### src/rtl/uart_tx_fifo_if.sv
// rtl/uart_tx_fifo_if.sv - valid/ready write channel into the uart_tx_fifo queue
//
// Signals:
//   s_valid  master->slave  write request
//   s_data   master->slave  word to transmit (DATA_BITS wide)
//   s_ready  slave->master  queue can accept a word this cycle
interface uart_tx_fifo_if #(
    parameter int DATA_BITS = 8
);
    logic                 s_valid;
    logic [DATA_BITS-1:0] s_data;
    logic                 s_ready;

    modport master (output s_valid, output s_data, input s_ready);
    modport slave  (input s_valid, input s_data, output s_ready);
endinterface

### src/rtl/uart_tx_fifo.sv
// rtl/uart_tx_fifo.sv - buffered UART transmitter with a small word FIFO and run-time baud/parity
//
// Optional feature macro: JSILICON_UART_PARITY_EN (defined = parity bit support,
// undefined = no PARITY state, parity_mode ignored).
//
// Ports:
//   clock        system clock, rising edge
//   reset_n      asynchronous active-low reset
//   clk_div      bit period minus one in clocks (0 treated as 1), latched per frame
//   parity_mode  00/11 none, 01 even, 10 odd, latched per frame
//   s_if         valid/ready write channel (slave side)
//   tx           serial line, idles high (registered)
//   busy         frame in progress (registered)
//   fifo_level   words currently queued (registered)
module uart_tx_fifo #(
    parameter int DATA_BITS  = 8,
    parameter int STOP_BITS  = 1,
    parameter int FIFO_DEPTH = 4,
    parameter int DIV_WIDTH  = 16
) (
    input  logic                          clock,
    input  logic                          reset_n,
    input  logic [DIV_WIDTH-1:0]          clk_div,
    input  logic [1:0]                    parity_mode,
    uart_tx_fifo_if.slave                 s_if,
    output logic                          tx,
    output logic                          busy,
    output logic [$clog2(FIFO_DEPTH):0]   fifo_level
);

    localparam int AW = $clog2(FIFO_DEPTH);
    localparam int LW = AW + 1;
    localparam logic [3:0]    LAST_DATA = 4'(DATA_BITS - 1);
    localparam logic [3:0]    LAST_STOP = 4'(STOP_BITS - 1);
    localparam logic [LW-1:0] FULL_LVL  = LW'(FIFO_DEPTH);

    typedef enum logic [2:0] {
        S_IDLE  = 3'd0,
        S_START = 3'd1,
        S_DATA  = 3'd2,
        S_STOP  = 3'd3
`ifdef JSILICON_UART_PARITY_EN
        , S_PARITY = 3'd4
`endif
    } state_t;

    // FIFO storage and bookkeeping
    logic [DATA_BITS-1:0] r_mem [FIFO_DEPTH];
    logic [AW-1:0]        r_wr_ptr;
    logic [AW-1:0]        r_rd_ptr;
    logic [LW-1:0]        r_level;

    // Serialiser
    state_t               r_state;
    state_t               w_state_next;
    logic [DIV_WIDTH-1:0] r_div;
    logic [DIV_WIDTH-1:0] r_cnt;
    logic [DIV_WIDTH-1:0] w_div_clamped;
    logic [3:0]           r_bit_cnt;
    logic [DATA_BITS-1:0] r_shift;
    logic [DATA_BITS-1:0] w_shift_next;
    logic                 r_tx;
    logic                 r_busy;
    logic                 w_tx_next;
    logic                 w_busy_next;

    logic                 w_push;
    logic                 w_pop;
    logic                 w_empty;
    logic                 w_tick;

`ifdef JSILICON_UART_PARITY_EN
    logic                 r_par_en;
    logic                 r_par_bit;
`else
    logic                 w_unused_parity;
    assign w_unused_parity = ^parity_mode;
`endif

    // s_ready looks only at the registered level, never at s_valid
    assign s_if.s_ready  = (r_level < FULL_LVL);
    assign w_push        = s_if.s_valid && s_if.s_ready;
    assign w_empty       = (r_level == '0);
    assign w_tick        = (r_cnt == r_div);
    assign w_div_clamped = (clk_div == '0) ? DIV_WIDTH'(1) : clk_div;

    assign tx         = r_tx;
    assign busy       = r_busy;
    assign fifo_level = r_level;

    // ---------------------------------------------------------------- FIFO
    always_ff @(posedge clock) begin
        if (w_push) begin
            r_mem[r_wr_ptr] <= s_if.s_data;
        end
    end

    always_ff @(posedge clock or negedge reset_n) begin
        if (!reset_n) begin
            r_wr_ptr <= '0;
            r_rd_ptr <= '0;
            r_level  <= '0;
        end else begin
            if (w_push) begin
                r_wr_ptr <= r_wr_ptr + AW'(1);
            end
            if (w_pop) begin
                r_rd_ptr <= r_rd_ptr + AW'(1);
            end
            case ({w_push, w_pop})
                2'b10:   r_level <= r_level + LW'(1);
                2'b01:   r_level <= r_level - LW'(1);
                default: r_level <= r_level;
            endcase
        end
    end

    // ------------------------------------------------------ state register
    always_ff @(posedge clock or negedge reset_n) begin
        if (!reset_n) begin
            r_state <= S_IDLE;
        end else begin
            r_state <= w_state_next;
        end
    end

    // ---------------------------------------------------- next-state logic
    // A pop happens only when a new frame is started, either from IDLE or
    // straight out of the last stop bit so consecutive frames have no gap.
    always_comb begin
        w_state_next = r_state;
        w_pop        = 1'b0;
        case (r_state)
            S_IDLE: begin
                if (!w_empty) begin
                    w_state_next = S_START;
                    w_pop        = 1'b1;
                end
            end
            S_START: begin
                if (w_tick) begin
                    w_state_next = S_DATA;
                end
            end
            S_DATA: begin
                if (w_tick && (r_bit_cnt == LAST_DATA)) begin
`ifdef JSILICON_UART_PARITY_EN
                    w_state_next = r_par_en ? S_PARITY : S_STOP;
`else
                    w_state_next = S_STOP;
`endif
                end
            end
`ifdef JSILICON_UART_PARITY_EN
            S_PARITY: begin
                if (w_tick) begin
                    w_state_next = S_STOP;
                end
            end
`endif
            S_STOP: begin
                if (w_tick && (r_bit_cnt == LAST_STOP)) begin
                    if (!w_empty) begin
                        w_state_next = S_START;
                        w_pop        = 1'b1;
                    end else begin
                        w_state_next = S_IDLE;
                    end
                end
            end
            default: w_state_next = S_IDLE;
        endcase
    end

    // -------------------------------------------------------- output logic
    // tx/busy are registered, so they are derived from the next state and
    // the next shift-register contents.
    always_comb begin
        w_shift_next = r_shift;
        if (w_pop) begin
            w_shift_next = r_mem[r_rd_ptr];
        end else if ((r_state == S_DATA) && w_tick) begin
            w_shift_next = r_shift >> 1;
        end

        w_tx_next = 1'b1;
        case (w_state_next)
            S_START:  w_tx_next = 1'b0;
            S_DATA:   w_tx_next = w_shift_next[0];
`ifdef JSILICON_UART_PARITY_EN
            S_PARITY: w_tx_next = r_par_bit;
`endif
            default:  w_tx_next = 1'b1;
        endcase

        w_busy_next = (w_state_next != S_IDLE);
    end

    always_ff @(posedge clock or negedge reset_n) begin
        if (!reset_n) begin
            r_tx   <= 1'b1;
            r_busy <= 1'b0;
        end else begin
            r_tx   <= w_tx_next;
            r_busy <= w_busy_next;
        end
    end

    // ------------------------------------------------------------ datapath
    // The divisor and parity choice are captured at pop time so a frame in
    // flight is immune to register writes. The bit timer restarts at every
    // boundary, so it never exceeds the latched divisor.
    always_ff @(posedge clock or negedge reset_n) begin
        if (!reset_n) begin
            r_cnt     <= '0;
            r_div     <= '0;
            r_bit_cnt <= '0;
            r_shift   <= '0;
`ifdef JSILICON_UART_PARITY_EN
            r_par_en  <= 1'b0;
            r_par_bit <= 1'b0;
`endif
        end else begin
            r_shift <= w_shift_next;
            if (w_pop) begin
                r_cnt     <= '0;
                r_bit_cnt <= '0;
                r_div     <= w_div_clamped;
`ifdef JSILICON_UART_PARITY_EN
                r_par_en  <= (parity_mode == 2'b01) || (parity_mode == 2'b10);
                // odd parity is the inverted XOR; parity_mode[1] selects it
                r_par_bit <= (^r_mem[r_rd_ptr]) ^ parity_mode[1];
`endif
            end else if (r_state != S_IDLE) begin
                if (w_tick) begin
                    r_cnt     <= '0;
                    r_bit_cnt <= (w_state_next != r_state) ? 4'd0 : (r_bit_cnt + 4'd1);
                end else begin
                    r_cnt <= r_cnt + DIV_WIDTH'(1);
                end
            end
        end
    end

endmodule

### src/flat_wrapper.sv
// flat-port wrapper written by rule: the top's interface ports become plain ports
module uart_tx_fifo_flat 
#(
    parameter int DATA_BITS  = 8,
    parameter int STOP_BITS  = 1,
    parameter int FIFO_DEPTH = 4,
    parameter int DIV_WIDTH  = 16
)
  (clock, reset_n, clk_div, parity_mode, tx, busy, fifo_level, s_if_s_valid, s_if_s_data, s_if_s_ready);
  uart_tx_fifo_if #(.DATA_BITS(DATA_BITS)) s_if_i ();
  input  logic clock;
  input  logic reset_n;
  input  logic [DIV_WIDTH-1:0] clk_div;
  input  logic [1:0] parity_mode;
  output logic tx;
  output logic busy;
  output logic [$clog2(FIFO_DEPTH):0] fifo_level;
  input wire logic [$bits(s_if_i.s_valid)-1:0] s_if_s_valid;
  input wire logic [$bits(s_if_i.s_data)-1:0] s_if_s_data;
  output wire logic [$bits(s_if_i.s_ready)-1:0] s_if_s_ready;
  assign s_if_i.s_valid = s_if_s_valid;
  assign s_if_i.s_data = s_if_s_data;
  assign s_if_s_ready = s_if_i.s_ready;
  uart_tx_fifo #(.DATA_BITS(DATA_BITS), .STOP_BITS(STOP_BITS), .FIFO_DEPTH(FIFO_DEPTH), .DIV_WIDTH(DIV_WIDTH)) u_core (.clock(clock), .reset_n(reset_n), .clk_div(clk_div), .parity_mode(parity_mode), .s_if(s_if_i), .tx(tx), .busy(busy), .fifo_level(fifo_level));
endmodule
### config.mk
export PLATFORM = sky130hd
export DESIGN_NAME = uart_tx_fifo_flat
export DESIGN_NICKNAME = d
export VERILOG_FILES = /design/src/rtl/uart_tx_fifo_if.sv /design/src/rtl/uart_tx_fifo.sv /design/src/flat_wrapper.sv
export SDC_FILE = /design/constraint.sdc
export NUM_CORES = 1
export LEC_CHECK = 0
export ABC_CLOCK_PERIOD_IN_PS = 3700
export CAP_MARGIN = 10
export CORE_MARGIN = 4
export CORE_UTILIZATION = 35
export CTS_BUF_LIST = sky130_fd_sc_hd__clkbuf_4
export DETAILED_ROUTE_END_ITERATION = 10
export DONT_BUFFER_PORTS = 1
export PLACE_DENSITY = 0.52
export SLEW_MARGIN = 20
export SYNTH_ARGS = -nofsm -noshare
export SYNTH_HDL_FRONTEND = slang
export SYNTH_SLANG_ARGS = --single-unit
### constraint.sdc
create_clock -name clock -period 3.7 [get_ports clock]
set_input_delay 0.74 -clock clock [delete_from_list [all_inputs] [get_ports clock]]
set_output_delay 0.74 -clock clock [all_outputs]
set_load 0.01 [all_outputs]
==> results_dict.tcl, run 1 <==
set metrics [dict create \
    fin_crit_sh_pct 74.87 \
    path_max_fanout 9 \
    p_leak_nw 1.699 \
    clk_latency_ps 440 \
    crit_path_cell_trace "xnor2_1 -> nand4_1 -> nor4_4 -> o2bb2ai_2 -> nand2_2 -> inv_1 -> ha_1 -> inv_1 -> fa_1 -> xor2_1 -> nor2_1 -> xnor2_1" \
    yosysTopAreaCellShare_pct 33.65 \
    placed_cell_area_sq_mm 0.004242 \
    dieWidth_um 116.1 \
    rows 39 \
    crit_path_max_incr_delay_ps 460 \
    drive_above_1_share_pct 11.38 \
    cts_tree "done" \
    place_congestion 0.7555 \
    ir_drop_mv 0.3044 \
    cts.clk_slew.worst_paths_ps 140 \
    overflow 0 \
    status "finished, final reports clean" \
    die_h_um 116.1 \
    slew_headroom_pct 51.11 \
    ys_seq_area_share_pct 57.79 \
    synth_fp_nets 355 \
    rsz0062_at_grt "false" \
    drt_iter0_markers 93 \
    setup_violations 0 \
    post-dp-hpwl_um 5352 \
    layout_min_cycle_time_ps 2770 \
    netlist_instances 317 \
    grt_usage_pct 12.40 \
    worst_setup_path_start_kind "flip-flop" \
    wl_per_cell_um 16.42 \
    yosys-top-cells-count "dfrtp_1 (55), edfxtp_1 (32), xnor2_1 (23)" \
    synthTopCellsByArea "dfrtp_1 (34%), edfxtp_1 (23%), mux2_1 (5.5%)" \
    cp.required_ps 4070 \
    clock.fmax_mhz 361.0 \
    firstDrtPassIters 4 \
    grt_pass1_vias 2482 \
    critPathBufInv 2 \
    maxCapViolCount 0 \
    grt_pass1_wl_um 12590 \
    synthArstFlopShare_pct 63.64 \
    ant_nets 0 \
    synthFlopType "dfrtp_1" \
    worst-endpoint-arrival_ps 3140 \
    num-nets-final 358 \
    h-tree-depth 3 \
    synthDistinctLibCells 51 \
    synth-seq-cells 88 \
    drc_errors 0 \
    cp_top_family "simple AND/OR/NAND/NOR gates" \
    n_antenna_cell 0 \
    cts_buffers 9 \
    io_buffers 0 \
    power.total_mw 2.701 \
    initial_core_util_pct 35.82 \
    p_per_area_mw_per_mm2 616.2 \
    core_sq_mm 0.01142 \
    cpMaxStageDelayCell "dfrtp_1" \
    slew_viol_final 0 \
    syn_area_sq_mm 0.004090 \
    syn_to_final_growth_pct 7.158 \
    ios 35 \
    clock_path_buffers 2 \
    crit_path_end_kind "flip-flop" \
    criticalPathCategory "reg -> reg" \
    grt_max_degree 56 \
    hp-class "in -> async" \
    vias_per_cell 5.064 \
    cts_root_buf "clkbuf_4" \
    dieArea_sq_mm 0.01348 \
    fin_skew_ps 10.89 \
    synth-edff-count 32 \
    num_vias 2370 \
    stdcell_area_sq_mm 0.004383 \
    yosysWarnings 0 \
    post_cts_buffers 0 \
    worst-slew-pin-transition_ps 726.7 \
    fillers 1147 \
    synth_top_area_cell "dfrtp_1" \
    syn_area_per_cell_sq_um 12.90 \
    antenna_found_initial 0 \
    totalWireLength_um 7686 \
    clock-sinks 88 \
    fin_setup_tns_ps 0 \
    final_hold_viol_count 0 \
    synth_most_common_cell "dfrtp_1" \
]
repair_timing:
item | in CTS | in global routing
resized for setup | 0 | 0
hold buffers | 1 | 0
endpoints found under the setup margin | 0 | 0
endpoints found under the hold margin | 55 | 0
report_power, final:
part | switching (mW) | leakage [nW] | internal, mW | total (mW)
clock | 0.338 | 0.0597 | 0.137 | 0.475
sequential | 0.236 | 0.991 | 1.26 | 1.50
combinational | 0.335 | 0.649 | 0.391 | 0.727
total | 0.910 | 1.70 | 1.79 | 2.70
worst reg2reg max path, cell delays in order (launching register included):
cell	delay, ps
dfrtp_1	460
xnor2_1	270
nand4_1	190
nor4_4	340
o2bb2ai_2	260
nand2_2	110
inv_1	80
ha_1	170
inv_1	60
fa_1	370
xor2_1	150
nor2_1	110
xnor2_1	130
layout by cell type (no fill, tap or decap), types with 3 or more instances in the layout:
cell | netlist | final
dfrtp_1 | 55 | 55
edfxtp_1 | 32 | 32
xnor2_1 | 23 | 23
mux2_1 | 20 | 20
nor2_1 | 18 | 18
nand2_1 | 16 | 16
inv_1 | 13 | 13
o21ai_0 | 13 | 13
and3_1 | 10 | 10
nor3_1 | 9 | 9
clkbuf_4 | 0 | 9
mux4_2 | 8 | 8
xor2_1 | 8 | 8
ha_1 | 8 | 8
and2_1 | 7 | 7
nand3_1 | 6 | 6
nand4_1 | 6 | 6
a21oi_1 | 4 | 4
mux2_2 | 4 | 4
nor2b_1 | 3 | 3
o31ai_1 | 3 | 3
nor4_1 | 3 | 3
a221o_1 | 3 | 3
buf_4 | 0 | 3
per-layer routing:
| metal | vias to the layer above | GRT usage (%) | wire length (um) |
|---|---|---|---|
| met2 | 36 | 20.37 | 3746 |
| met1 | 1178 | 15.65 | 3556 |
| met5 | - | 0 | 0 |
| met4 | 0 | 3.248 | 34 |
| li1 | 1154 | - | - |
| met3 | 2 | 4.456 | 349 |
area by class of cell:
cell class | count | area [sq um] | share of cell area (%)
Clock inverter | 7 | 46.29 | 1.056
Multi-Input combinational cell | 204 | 1628 | 37.14
Clock buffer | 9 | 67.56 | 1.542
Inverter | 13 | 48.80 | 1.113
Timing Repair Buffer | 4 | 50.05 | 1.142
Tap cell | 143 | 178.9 | 4.082
Sequential cell | 88 | 2364 | 53.93
registers in the layout (all words and copies together) (netlist names):
| register | flops |
|---|---|
| u_core.busy | 1 |
| u_core.r_wr_ptr | 2 |
| u_core.r_cnt | 16 |
| u_core.r_shift | 8 |
| u_core.r_mem | 32 |
| u_core.r_div | 16 |
| u_core.fifo_level | 3 |
| u_core.r_rd_ptr | 2 |
| u_core.r_state | 3 |
| u_core.r_bit_cnt | 4 |
| u_core.tx | 1 |
cells by family (layout without fill, tap and decap cells):
logic type	count (synthesis)	in the layout	share of synthesized area, %
mux	34	34	11.50
simple gates	91	91	12.14
flops	88	88	57.79
compound gates	38	38	6.485
fa+ha+maj	9	9	2.937
xor+xnor	31	31	6.638
buf+inv	25	33	2.417
other cells	1	1	0.09168
metrics by stage:
step / util [%] / worst slack, ps / cells / hold slack (ps)
2_1_floorplan: - / 944.5 / 317 / 444.4
3_3_place_gp: 37.15 / 928.7 / 451 / 447.9
3_5_place_dp: 37.15 / 895.3 / 451 / 447.6
4_1_cts: 38.38 / 840.6 / 468 / 80.51
5_1_grt: 38.38 / 709.0 / 468 / 62.29
6_report: 38.38 / 929.6 / 468 / 118.5
final timing paths:
check | from | endpoint | slack [ps] | depth (start not counted)
worst max-delay path | u_core.r_cnt[2]$_DFFE_PN0P_ | u_core.fifo_level[2]$_DFFE_PN0P_ | 930 | 12
worst min-delay path | reset_n | u_core.tx$_DFF_PN1_ | 120 | 0
worst max register to register | u_core.r_cnt[2]$_DFFE_PN0P_ | u_core.fifo_level[2]$_DFFE_PN0P_ | 930 | 12
worst min register to register | u_core.r_cnt[15]$_DFFE_PN0P_ | u_core.r_cnt[15]$_DFFE_PN0P_ | 520 | 1
max in group asynchronous | reset_n | u_core.r_wr_ptr[1]$_DFFE_PN0P_ | 3310 | 1
min in group clock | s_if_s_data[7] | u_core.r_mem[3][7]$_DFFE_PP_ | 390 | 0
(Power assumes the default switching activity.)
==> run 2: changes to the inputs <==
--- a/config.mk
+++ b/config.mk
@@ -5,7 +5,7 @@
 export SDC_FILE = /design/constraint.sdc
 export NUM_CORES = 1
 export LEC_CHECK = 0
-export ABC_CLOCK_PERIOD_IN_PS = 3700
+export ABC_CLOCK_PERIOD_IN_PS = 2800
 export CAP_MARGIN = 10
 export CORE_MARGIN = 4
 export CORE_UTILIZATION = 35
==> constraint.sdc (replaced) <==
create_clock -name clock -period 2.8 [get_ports clock]
set_input_delay 0.56 -clock clock [delete_from_list [all_inputs] [get_ports clock]]
set_output_delay 0.56 -clock clock [all_outputs]
set_load 0.01 [all_outputs]
==> run 2 against run 1 <==
Compared with the run above: utilization up 0.88 points; wire length down 1.8%; register-to-register slack got worse by 700 ps; clock power rose by 51%; fmax is 7.7% higher; global-route usage down 0.094 points; hold slack improved by 86 ps; sequential power grew 33%; die area unchanged; largest cell class unchanged; largest power group unchanged; highest routed layer unchanged.
==> results_dict.tcl, run 2 (synthesized netlist as in run 1, its figures left out) <==
set metrics [dict create \
    status "finished, final reports clean" \
    reg2reg_from "u_core.r_cnt[1]$_DFFE_PN0P_" \
    fin_crit_sh_pct 91.87 \
    grt_usage_pct 12.30 \
    stdcell_area_sq_mm 0.004483 \
    setup_violations 0 \
    fin_setup_tns_ps 0 \
    cpMaxStageDelayCell "dfrtp_2" \
    criticalPathCategory "reg -> reg" \
    worst_setup_path_start_kind "flip-flop" \
    r2r_cells 12 \
    dieArea_sq_mm 0.01348 \
    hp-class "in -> reg" \
    final_hold_viol_count 0 \
    grt_pass1_vias 2526 \
    drc_errors 0 \
    syn_to_final_growth_pct 9.605 \
    worst-endpoint-arrival_ps 2940 \
    fillers 1127 \
    h-tree-depth 3 \
    num-nets-final 365 \
    ant_nets 0 \
    path_max_fanout 3 \
    largest_register "u_core.r_mem" \
    slew_viol_final 0 \
    maxCapViolCount 0 \
    place_congestion 0.7535 \
    die_h_um 116.1 \
    dp_cells 456 \
    instances_no_fill 475 \
    min_to "u_core.r_mem[0][7]$_DFFE_PP_" \
    cts_root_buf "clkbuf_4" \
    n_antenna_cell 0 \
    post-dp-hpwl_um 5360 \
    crit_cells 12 \
    fin_skew_ps 12.15 \
    num_vias 2358 \
    reg2reg_setup_slack_ps 230 \
    hold_ws_ps 204.8 \
    cts_tree "done" \
    worst-slew-pin-transition_ps 650.2 \
    cts.clk_slew.worst_paths_ps 140 \
    final_common_cell "dfrtp_1" \
    crit_top_cell "inv_1" \
    hold_path.startpoint "s_if_s_data[7]" \
    p_leak_nw 1.754 \
    vias_per_cell 4.964 \
    clock_path_buffers 2 \
    rows 39 \
    critPathBufInv 2 \
    clk_latency_ps 440 \
    placed_cell_area_sq_mm 0.004279 \
    p_per_area_mw_per_mm2 827.1 \
    largest_reg_flops 32 \
    final_cell_mix "dfrtp_1 (54), edfxtp_1 (32), xnor2_1 (21)" \
    dieWidth_um 116.1 \
    io_buffers 0 \
    min_path_cells 0 \
    cp_top_family "simple AND/OR/NAND/NOR gates" \
    totalWireLength_um 7548 \
    slew_headroom_pct 56.25 \
    crit_path_cell_trace "xnor2_2 -> nand4_1 -> nor4_4 -> o2bb2ai_2 -> nand2_2 -> inv_1 -> ha_1 -> inv_1 -> fa_1 -> xor2_1 -> nor2_1 -> xnor2_1" \
    core_sq_mm 0.01142 \
    crit_path_max_incr_delay_ps 460 \
    grt_max_degree 57 \
    ios 35 \
    rsz0062_at_grt "false" \
    ir_drop_mv 0.4575 \
    crit_path_end_kind "flip-flop" \
    firstDrtPassIters 4 \
    reg_top3 "u_core.r_mem: 32 flops, u_core.r_cnt: 16 flops, u_core.r_div: 16 flops" \
    drive_above_1_share_pct 13.86 \
    cts_buffers 9 \
    r2r-end "u_core.fifo_level[2]$_DFFE_PN0P_" \
    initial_core_util_pct 35.82 \
    antenna_found_initial 0 \
    grt_pass1_wl_um 12730 \
    wl_per_cell_um 15.89 \
    drt_iter0_markers 74 \
    overflow 0 \
    clock.fmax_mhz 388.7 \
    clock-sinks 88 \
    layout_min_cycle_time_ps 2572 \
    cp.required_ps 3160 \
]
-- run 2: cell count changes in the layout (fill, tap and decap cells not counted), moves of 2 or more --
cell | previous run | this run
clkinv_2 | 2 | 0
xnor2_2 | 0 | 2
buf_4 | 3 | 9
xnor2_1 | 23 | 21
-- run 2: worst register-to-register path, delay by kind of cell, from the launching register on --
family                     cells  cell delay, ps
and+or+nand+nor                4             750
AOI/OAI and AO/OA              1             170
xor gates and xnor gates       3             470
DFF                            1             460
buffers and inverters          2             120
adders and majority gates      2             540
-- run 2: cell type report --
class	count	area, sq um	share of cell area, %
Inverter	13	48.80	1.088
Clock buffer	9	67.56	1.507
Tap cell	143	178.9	3.991
Multi-Input combinational cell	204	1648	36.76
Clock inverter	7	70.07	1.563
Timing Repair Buffer	11	105.1	2.344
Sequential cell	88	2365	52.75
-- run 2: report_power, final --
part	switching, mW	internal [mW]	total, mW
Sequential	0.318	1.67	1.99
Combinational	0.448	0.557	1.00
Clock	0.443	0.273	0.715
Total	1.21	2.50	3.71
-- run 2: timing repair --
item                       4_1_cts  5_1_grt
setup buffers                    0        1
hold buffers                     2        0
resized for setup                0        4
setup endpoints to repair        0        1
hold endpoints to repair        56        0
-- run 2: metrics by stage --
step	worst slack [ps]	util (%)	total power, mW
floorplan	44.54	-	2.714
global placement	174.9	37.48	2.970
detailed placement	174.9	37.48	2.992
CTS	115.8	39.01	3.731
global route	9.864	39.26	3.973
finish	227.6	39.26	3.708
-- run 2: how the worst max path moves through the flow --
stage,start,to,slack (ps)
detailed placement,u_core.r_cnt[2]$_DFFE_PN0P_,u_core.fifo_level[2]$_DFFE_PN0P_,170
global placement,u_core.r_cnt[2]$_DFFE_PN0P_,u_core.fifo_level[2]$_DFFE_PN0P_,170
CTS,u_core.r_cnt[2]$_DFFE_PN0P_,u_core.fifo_level[2]$_DFFE_PN0P_,120
floorplan,u_core.r_cnt[3]$_DFFE_PN0P_,u_core.fifo_level[2]$_DFFE_PN0P_,40
global route,u_core.r_cnt[1]$_DFFE_PN0P_,u_core.fifo_level[2]$_DFFE_PN0P_,10
finish,u_core.r_cnt[1]$_DFFE_PN0P_,u_core.fifo_level[2]$_DFFE_PN0P_,230
-- run 2: layer usage --
layer  GRT usage (%)  vias to the layer above  wire, um
met5               0                        -         0
met4           3.480                        0        93
met3           3.731                        9       307
met2           19.68                       31      3733
met1           16.35                     1154      3413
li1                -                     1164         -
==> run 3: changes to the inputs <==
--- a/config.mk
+++ b/config.mk
@@ -5,14 +5,14 @@
 export SDC_FILE = /design/constraint.sdc
 export NUM_CORES = 1
 export LEC_CHECK = 0
-export ABC_CLOCK_PERIOD_IN_PS = 2800
+export ABC_CLOCK_PERIOD_IN_PS = 2900
 export CAP_MARGIN = 10
 export CORE_MARGIN = 4
 export CORE_UTILIZATION = 35
 export CTS_BUF_LIST = sky130_fd_sc_hd__clkbuf_4
 export DETAILED_ROUTE_END_ITERATION = 10
 export DONT_BUFFER_PORTS = 1
-export PLACE_DENSITY = 0.52
+export PLACE_DENSITY = 0.58
 export SLEW_MARGIN = 20
 export SYNTH_ARGS = -nofsm -noshare
 export SYNTH_HDL_FRONTEND = slang
==> constraint.sdc (replaced) <==
create_clock -name clock -period 2.9 [get_ports clock]
set_input_delay 0.58 -clock clock [delete_from_list [all_inputs] [get_ports clock]]
set_output_delay 0.58 -clock clock [all_outputs]
set_load 0.01 [all_outputs]
==> run 3 against run 2 <==
Compared with the run above: count of clock-buffer cells in the layout unchanged; combinational power decreased by 5%; first-iteration DRC count increased by 30%; worst setup slack improved by 23 ps; fmax decreased by 2.9%; non-clock buffer count decreased by 3; die area unchanged; total power decreased by 3.5%; utilization decreased by 0.30 points; critical endpoint is now u_core.r_shift[0]$_DFF_PN0_.
==> results_dict.tcl, run 3 (synthesized netlist as in run 1, its figures left out) <==
set metrics [dict create \
    status "finished, final reports clean" \
    ir_drop_mv 0.4070 \
    layout_min_cycle_time_ps 2649 \
    final_common_cell "dfrtp_1" \
    n_antenna_cell 0 \
    worst-endpoint-arrival_ps 2990 \
    grt_pass1_wl_um 12670 \
    cts-resized-gates 0 \
    post_cts_buffers 0 \
    dieWidth_um 116.1 \
    fillers 1101 \
    cts_hold_buf 2 \
    reg_top3 "u_core.r_mem: 32 flops, u_core.r_cnt: 16 flops, u_core.r_div: 16 flops" \
    overflow 0 \
    final_cell_mix "dfrtp_1 (55), edfxtp_1 (32), xnor2_1 (23)" \
    num_vias 2389 \
    worst-slew-pin-transition_ps 719.0 \
    clock-sinks 88 \
    cp.required_ps 3240 \
    totalWireLength_um 7723 \
    grt_pass1_vias 2517 \
    firstDrtPassIters 4 \
    dieArea_sq_mm 0.01348 \
    syn_to_final_growth_pct 8.780 \
    cts_tree "done" \
    slew_viol_final 0 \
    ant_nets 0 \
    crit_path_end_kind "flip-flop" \
    rows 39 \
    hp-class "in -> reg" \
    place_congestion 0.7927 \
    final_hold_viol_count 0 \
    grt_usage_pct 12.36 \
    maxCapViolCount 0 \
    p_per_area_mw_per_mm2 804.6 \
    vias_per_cell 5.061 \
    fin_util_pct 38.97 \
    clock.fmax_mhz 377.5 \
    wl_per_cell_um 16.36 \
    grt_max_degree 57 \
    criticalPathCategory "reg -> reg" \
    cts_buffers 9 \
    core_sq_mm 0.01142 \
    drt_iter0_markers 96 \
    die_h_um 116.1 \
    fin_setup_tns_ps 0 \
    largest_register "u_core.r_mem" \
    fin_skew_ps 14.20 \
    rsz0062_at_grt "false" \
    clock_path_buffers 2 \
    cts_root_buf "clkbuf_4" \
    antenna_found_initial 0 \
    ios 35 \
    io_buffers 0 \
    cts.clk_slew.worst_paths_ps 150 \
    slew_headroom_pct 51.63 \
    setup_violations 0 \
    num-nets-final 362 \
    drive_above_1_share_pct 12.46 \
    path_max_fanout 16 \
    initial_core_util_pct 35.82 \
    h-tree-depth 3 \
    clk_latency_ps 430 \
    worst_setup_path_start_kind "flip-flop" \
    largest_reg_flops 32 \
    hold_ws_ps 228.4 \
    post-dp-hpwl_um 5470 \
    p_leak_nw 1.737 \
    drc_errors 0 \
    fin_crit_sh_pct 91.35 \
    power.total_mw 3.580 \
]
-- run 3: cell count changes in the layout (fill, tap and decap cells not counted), moves of 2 or more --
cell and delta:
buf_4 -3, xnor2_1 +2, xnor2_2 -2, clkinv_4 +2, clkinv_1 -2
-- run 3: final timing paths --
path	from	end	slack (ps)	cells past startpoint
max	u_core.r_cnt[2]$_DFFE_PN0P_	u_core.r_shift[0]$_DFF_PN0_	250	7
min	s_if_s_data[1]	u_core.r_mem[3][1]$_DFFE_PP_	230	0
max reg2reg	u_core.r_cnt[2]$_DFFE_PN0P_	u_core.r_shift[0]$_DFF_PN0_	250	7
min reg2reg	u_core.r_cnt[15]$_DFFE_PN0P_	u_core.r_cnt[15]$_DFFE_PN0P_	530	1
max in group asynchronous	reset_n	u_core.tx$_DFF_PN1_	1980	2
min in group asynchronous	reset_n	u_core.r_state[0]$_DFF_PN0_	650	2
-- run 3: critical path: stages, from the launching register on --
cell	delay, ps
dfrtp_1	460
xnor2_1	250
nand4_1	180
nor4_4	350
buf_4	280
and3b_1	380
mux2_1	380
mux2_1	290
-- run 3: area by class of cell --
cell class,instances,area (sq um),area share (%)
inverters,13,48.80,1.097
repair buffers,8,82.58,1.856
clock buffers,9,67.56,1.519
flip-flops and latches,88,2364,53.12
multi-input cells,204,1628,36.59
clock inverters,7,80.08,1.800
well taps,143,178.9,4.021
-- run 3: power by group --
group	switching (mW)	internal, mW
registers	0.305	1.61
logic	0.437	0.516
clock network	0.438	0.273
total	1.18	2.40
-- run 3: routing by layer --
layer,global-route usage (%),wire length (um),vias up
li1,-,-,1156
met1,15.10,3397,1201
met2,21.10,3991,28
met3,4.611,276,4
met4,2.552,57,0
met5,0,0,-
-- run 3: per-stage QoR --
stage / instance area [sq um] / worst slack (ps) / std cells
after global placement: 4264 / 226.5 / 454
after floorplan: 4090 / 144.5 / 317
after detailed placement: 4264 / 202.8 / 454
after global routing: 4449 / 28.84 / 472
after CTS: 4449 / 183.4 / 472
final: 4449 / 251.0 / 472
